`config.mk`:
```
export PLATFORM = sky130hd
export DESIGN_NAME = rvx_bus_delay_injector
export DESIGN_NICKNAME = d
export VERILOG_FILES = /design/src/rtl/rvx_bus_delay_injector.sv
export SDC_FILE = /design/constraint.sdc
export NUM_CORES = 1
export LEC_CHECK = 0
export CAP_MARGIN = 15
export CORE_AREA = 2 2 96 98
export DETAILED_ROUTE_END_ITERATION = 6
export DIE_AREA = 0 0 98 100
export DONT_BUFFER_PORTS = 1
export MAX_ROUTING_LAYER = met4
export PLACE_DENSITY_LB_ADDON = 0.12
export SLEW_MARGIN = 20
export SYNTH_ARGS = -nofsm -noshare
export SYNTH_HDL_FRONTEND = slang
export SYNTH_SLANG_ARGS = --single-unit
```
`constraint.sdc`:
```
create_clock -name clock -period 2.7 [get_ports clock]
set_input_delay 0.54 -clock clock [delete_from_list [all_inputs] [get_ports clock]]
set_output_delay 0.54 -clock clock [all_outputs]
set_load 0.005 [all_outputs]
```
`src/rtl/rvx_bus_delay_injector.sv`:
```
// Latency injector between the rvx_core data bus and the rvx_ram data port.
// Each response is held back by a fixed or LFSR-derived number of wait cycles.
module rvx_bus_delay_injector #(
   parameter logic [15:0] LFSR_SEED  = 16'hACE1,
   parameter int          DELAY_BITS = 3
) (
   input  logic                  clock,
   input  logic                  reset,
   input  logic                  enable,
   input  logic                  delay_mode,
   input  logic [DELAY_BITS-1:0] fixed_delay,
   input  logic [31:0]           m_address,
   input  logic [31:0]           m_wdata,
   input  logic [3:0]            m_wstrobe,
   input  logic                  m_rrequest,
   input  logic                  m_wrequest,
   output logic [31:0]           m_rdata,
   output logic                  m_rresponse,
   output logic                  m_wresponse,
   output logic [31:0]           s_address,
   output logic [31:0]           s_wdata,
   output logic [3:0]            s_wstrobe,
   output logic                  s_rrequest,
   output logic                  s_wrequest,
   input  logic [31:0]           s_rdata,
   input  logic                  s_rresponse,
   input  logic                  s_wresponse,
   output logic                  protocol_error,
   output logic [31:0]           txn_count
);

   typedef enum logic [1:0] {IDLE, WAIT, HOLD, RESP} state_t;

   // An all-zero state would lock the LFSR up, so a zero seed is replaced.
   localparam logic [15:0] SEED = (LFSR_SEED == 16'h0000) ? 16'h0001 : LFSR_SEED;
   localparam logic [15:0] TAPS = 16'hB400;
   localparam logic [DELAY_BITS-1:0] CNT_ONE = {{(DELAY_BITS-1){1'b0}}, 1'b1};

   state_t                state, state_nxt;
   logic                  is_read;
   logic [DELAY_BITS-1:0] cnt;
   logic [DELAY_BITS-1:0] delay;
   logic [31:0]           rdata_q;
   logic [15:0]           lfsr;
   logic                  any_req, both_req, s_match, bypass;

   assign s_address = m_address;
   assign s_wdata   = m_wdata;
   assign s_wstrobe = m_wstrobe;

   assign any_req  = m_rrequest | m_wrequest;
   assign both_req = m_rrequest & m_wrequest;
   assign s_match  = is_read ? s_rresponse : s_wresponse;
   assign bypass   = (state == IDLE) && !enable;
   assign delay    = delay_mode ? fixed_delay : lfsr[DELAY_BITS-1:0];

   always_ff @(posedge clock) begin
      if (reset) state <= IDLE;
      else       state <= state_nxt;
   end

   // enable is only looked at in IDLE, so a toggle never disturbs a transaction.
   always_comb begin
      state_nxt = state;
      case (state)
         IDLE:    if (enable && any_req) state_nxt = WAIT;
         WAIT:    if (s_match) state_nxt = HOLD;
         HOLD:    if (cnt == '0) state_nxt = RESP;
         RESP:    state_nxt = IDLE;
         default: state_nxt = IDLE;
      endcase
   end

   always_comb begin
      s_rrequest  = 1'b0;
      s_wrequest  = 1'b0;
      m_rresponse = 1'b0;
      m_wresponse = 1'b0;
      m_rdata     = rdata_q;
      case (state)
         IDLE: begin
            // A simultaneous read+write keeps the read and drops the write.
            s_rrequest = m_rrequest;
            s_wrequest = m_wrequest & ~m_rrequest;
            if (!enable) begin
               m_rresponse = s_rresponse;
               m_wresponse = s_wresponse;
               m_rdata     = s_rdata;
            end
         end
         RESP: begin
            m_rresponse = is_read;
            m_wresponse = ~is_read;
         end
         default: ;
      endcase
   end

   always_ff @(posedge clock) begin
      if (reset) begin
         lfsr           <= SEED;
         is_read        <= 1'b0;
         cnt            <= '0;
         rdata_q        <= '0;
         protocol_error <= 1'b0;
         txn_count      <= '0;
      end else begin
         lfsr <= lfsr[0] ? ((lfsr >> 1) ^ TAPS) : (lfsr >> 1);
         if (state == IDLE && any_req) is_read <= m_rrequest;
         if (state == WAIT && s_match) begin
            cnt <= delay;
            if (is_read) rdata_q <= s_rdata;
         end else if (state == HOLD && cnt != '0) begin
            cnt <= cnt - CNT_ONE;
         end
         // Bypass reads also refresh the holding register so m_rdata stays coherent.
         if (bypass && s_rresponse) rdata_q <= s_rdata;
         if (both_req || (any_req && state != IDLE)) protocol_error <= 1'b1;
         if (m_rresponse || m_wresponse) txn_count <= txn_count + 32'd1;
      end
   end

endmodule

```
# ---- After elaboration in Yosys (flattened, before gate mapping)
# Cells that the tools add are included.
dict set report classes {
  bitwise_logic 6
  n_reduce_logical 19
  n_eq_ne 6
  mux 20
  add_sub_neg 2
}
# operator count
set ops {}
lappend ops {{$mux W32} 5}
lappend ops {{$add A32 B1 Y32 const B} 1}
lappend ops {{$mux W16} 1}
lappend ops {{$mux W3} 3}
lappend ops {{$pmux W2 S4} 1}
lappend ops {{$reduce_bool A2 Y1} 4}
lappend ops {{$logic_and A1 B1 Y1} 7}
lappend ops {{$mux W2} 3}
lappend ops {{$ne A2 B2 Y1 const B} 3}
lappend ops {{$mux W1} 5}
lappend ops {{$eq A2 B2 Y1 const B} 2}
lappend ops {{$not A3 Y4} 1}
lappend ops {{$pmux W1 S2} 2}
lappend ops {{$logic_not A3 Y1} 1}
lappend ops {{$reduce_and A3 Y1} 1}
lappend ops {{$reduce_bool A3 Y1} 1}
lappend ops {{$sub A3 B1 Y3 const B} 1}
lappend ops {{$and A1 B1 Y1} 2}
lappend ops {{$eq A2 B1 Y1 const B} 1}
lappend ops {{$logic_not A2 Y1} 1}
lappend ops {{$logic_or A1 B1 Y1} 2}
lappend ops {{$not A1 Y1} 2}
lappend ops {{$reduce_and A2 Y1} 1}
lappend ops {{$logic_not A1 Y1} 1}
lappend ops {{$or A1 B1 Y1} 1}
dict set report totals {
  word_cells 60
  out_inout_bits 137
  in_bits 111
  register_bits 87
}

# ---- Logic depth before layout (Yosys ltp)
dict set report depth {
  ltp_word 5
  ltp_mapped 10
  depth_no_buf 8
}

# ---- Worst setup path after synthesis
# Ideal clock, no wire load.
dict set report synth_path {
  kind {register -> output}
  start {reg state[0]}
  end {out m_rdata[10]}
  stages_incl_launch_ff 7
  slack_ns 0.536
  t_required_ns 2.160
  t_arrival_ns 1.624
  cell_sequence {dfxtp_1 > inv_1 > ha_1 > nor2b_1 > clkbuf_1 > clkbuf_1 > mux2_2}
}
dict set report synth_via {
  elab_chain_cells 2
}
# element line_no
set synth_rtl {}
lappend synth_rtl {{start: declaration} 39} ;# state_t state, state_nxt;
lappend synth_rtl {{start signal: assignment} 59} ;# else state <= state_nxt;
lappend synth_rtl {{$logic_not A2 Y1} 80} ;# case (state)
lappend synth_rtl {{$mux W32} 80}
lappend synth_rtl {{end: declaration} 17} ;# output logic [31:0] m_rdata,
# Every way passes these cells.

# ---- Worst setup path in the final report
dict set report layout_path {
  start {reg state[0]}
  end {out m_rdata[29]}
}
# Same word-level chain as after synthesis.

==> reports/results.txt <==
Antenna Violating Nets Remaining - 0
Cell accounting for the most synthesized area - dfxtp_1
Mean Syn Cell Area - 8.52 um^2
VDD IR max - 0.310 mV
Slew at the pin closest to its max-slew limit - 0.970 ns
Post-route minimum period - 2.55 ns
Site Rows - 35
Max H-tree Level - 3
Clk slew on worst S/H paths - 0.09 ns
Hold_buf cts - 0
Clk_lat worst skew - 0.35 ns
Synth Warn # - 0
Mapped Area - 0.00448 mm^2
Post-CTS Resized - 0
Final TNS setup - 0 ns
Crit path launch type - register
DR WL/cell - 16.9 um
IO Pins - 248
Largest net degree at the start of global routing - 88
Setup Buffers After CTS - 0
Most frequent cells in the layout - dfxtp_1 (87), nand2_1 (76), a21oi_1 (43), nor2_1 (40), mux2_2 (32)
Combinational family with the most area after synthesis - simple AND/OR/NAND/NOR gates
Final worst setup slack - 0.148 ns
Die Y - 100 um
First-pass GRT wire length - 15300 um
Simple-gate share of the synthesized area - 21.9%
CTS tree - built
Post-synth cell types - 40
Global route overflow - 0
Crit Path Class - reg -> out
Syn nets - 645
Fill cell count - 875
Cell area after layout - 0.00427 mm^2
Run status - finished clean
Slew Limit Fails - 0
Multi-input gate area - 0.00210 mm^2
Pwr/cell area - 799 mW/mm^2
DIE AREA - 0.00980 mm^2
CP max-delay cell - mux2_2
Post-route DRC - 0
Cts bufs inserted - 9
Critical-path cell list - inv_1 > ha_1 > nor2b_2 > buf_4 > mux2_2
Max Cap Violations - 0
Total Power - 0.00341 W
Clk sinks - 87
Dpl hpwl - 6640 um
Endpoint class of the critical path - primary output
# nets final - 569
Pre-CTS WS - 0.348 ns
Most common cell after layout, fill and taps aside - dfxtp_1
Post-synthesis cell count - 526
Final core utilization - 48.0%
Sequential element share of the synthesized area - 38.9%
Initial DRC Count - 89
CP max FO - 24
Post-Place Cell Area - 0.00406 mm^2
Unrepaired setup endpoints after global routing - no
Initial Utilization - 50.4%
Mux share of post-synthesis cell area - 9.16%
Worst EP required - 2.16 ns
Synth area leaders - dfxtp_1 (39%), buf_4 (11%), mux2_2 (8.0%)
DRT Pass-1 Iters - 4
CP bufs+invs - 2
Fin crit share - 94.5%
Die W - 98 um
Clock root cell - clkbuf_8
Synth Area in Adders - 2.46%
Compound-Gate Fraction of Synth Area - 7.99%
Setup Skew - 0.0103 ns
Pleak - 1.52 nW
Fin. Hold Viols - 0
HP Class - in -> reg
Gpl congestion - 0.796
Vias per inst - 5.61
Ant diodes - 0
Layout cell share with drive strength beyond 1 - 15.6%
GRT Util Overall - 19.9%
CP top delay family - buffers and inverters
Critical path arrival - 2.01 ns
Core Region - 0.00889 mm^2
Final setup viols - 0
Total wire length - 9560 um
Number of global-route vias before repair - 2982
I/O Buffers - 0
Via count of the routed design - 3177
Slew HR - 35.4%
Initial antenna violation count - 0
Area growth syn-to-layout - -4.78%
Synth top area share - 38.9%
Slowest stage delay, CP - 0.43 ns
Synth Register Bits - 87
Max frequency - 0.392 GHz
FF+latch area - 0.00174 mm^2
Clock buffer depth - 2
Post-synthesis xor/xnor area fraction - 5.28%
-- state kept, by name, summed over array words and instances, names as in the netlist --
register	count
lfsr	16
txn_count	32
protocol_error	1
cnt	3
state	2
rdata_q	32
is_read	1
-- kinds of logic after synthesis --
| family | Yosys count |
|---|---|
| AO/OA/AOI/OAI | 64 |
| XOR/XNOR | 27 |
| adder cells (fa/ha/maj) | 9 |
| buffers and inverters | 103 |
| flip-flops | 87 |
| multiplexers | 37 |
| AND/OR/NAND/NOR | 199 |
-- worst reg2reg max path: stages (launching register included) --
cell     delay [ns]
dfxtp_1        0.38
inv_1          0.09
ha_1           0.25
nor2b_1        0.18
a21oi_1        0.75
buf_4          0.31
nor3_1         0.07
xnor2_1        0.16
nor2_1         0.06
-- per-stage QoR --
stage | hold WS, ns | cells
6_report | 0.245 | 566
5_1_grt | 0.212 | 566
4_1_cts | 0.227 | 566
3_5_place_dp | 0.398 | 550
3_3_place_gp | 0.394 | 550
2_1_floorplan | 0.389 | 526
-- metal layers --
layer,share of wire [%],track usage (%),up-vias
met5,0,-,-
met4,3.1,9.29,0
met3,11,8.64,27
met2,44,28.3,164
met1,41,24.3,1444
li1,-,-,1542
-- area by class of cell --
type | count | share of cell area (%)
clock inverters | 6 | 1.58
repair buffers | 6 | 1.06
clock buffers | 10 | 3.23
flip-flops and latches | 87 | 40.8
inverters | 10 | 0.880
well taps | 111 | 3.26
multi-input cells | 336 | 49.2
-- where the power goes --
group / leakage (nW) / switching, W / internal (W)
logic: 0.715 / 0.000565 / 0.000418
registers: 0.710 / 0.0000850 / 0.00141
clock network: 0.0989 / 0.000472 / 0.000456
-- path summary, 6_finish.rpt --
kind,start,end,slack (ns),cells after the start
setup / recovery,state[0]$_SDFFE_PP0P_,m_rdata[29],0.15,5
hold / removal,reset,rdata_q[17]$_SDFFE_PP0P_,0.25,1
setup reg to reg,state[0]$_SDFFE_PP0P_,txn_count[10]$_SDFFE_PP0P_,0.33,8
hold reg to reg,lfsr[7]$_SDFF_PP1_,lfsr[6]$_SDFF_PP1_,0.42,1
-- cells in the mapped netlist (all sizes together) --
master,count
nor2b,11
and3,2
nand4,15
a221oi,1
a211oi,6
maj3,1
buf,74
a21bo,1
and2,5
nor4b,3
nand2,76
or2,7
nor4,8
ha,8
nor3,9
mux2,32
a31o,1
a21oi,43
or3,7
xor2,6
xnor2,21
and4,3
a22oi,2
clkbuf,19
a21o,2
dfxtp,87
mux2i,5
nor2,40
o21ai,8
nand2b,3
nand3b,1
inv,10
nand3,9
No activity file was read; power rests on OpenSTA's default activity.
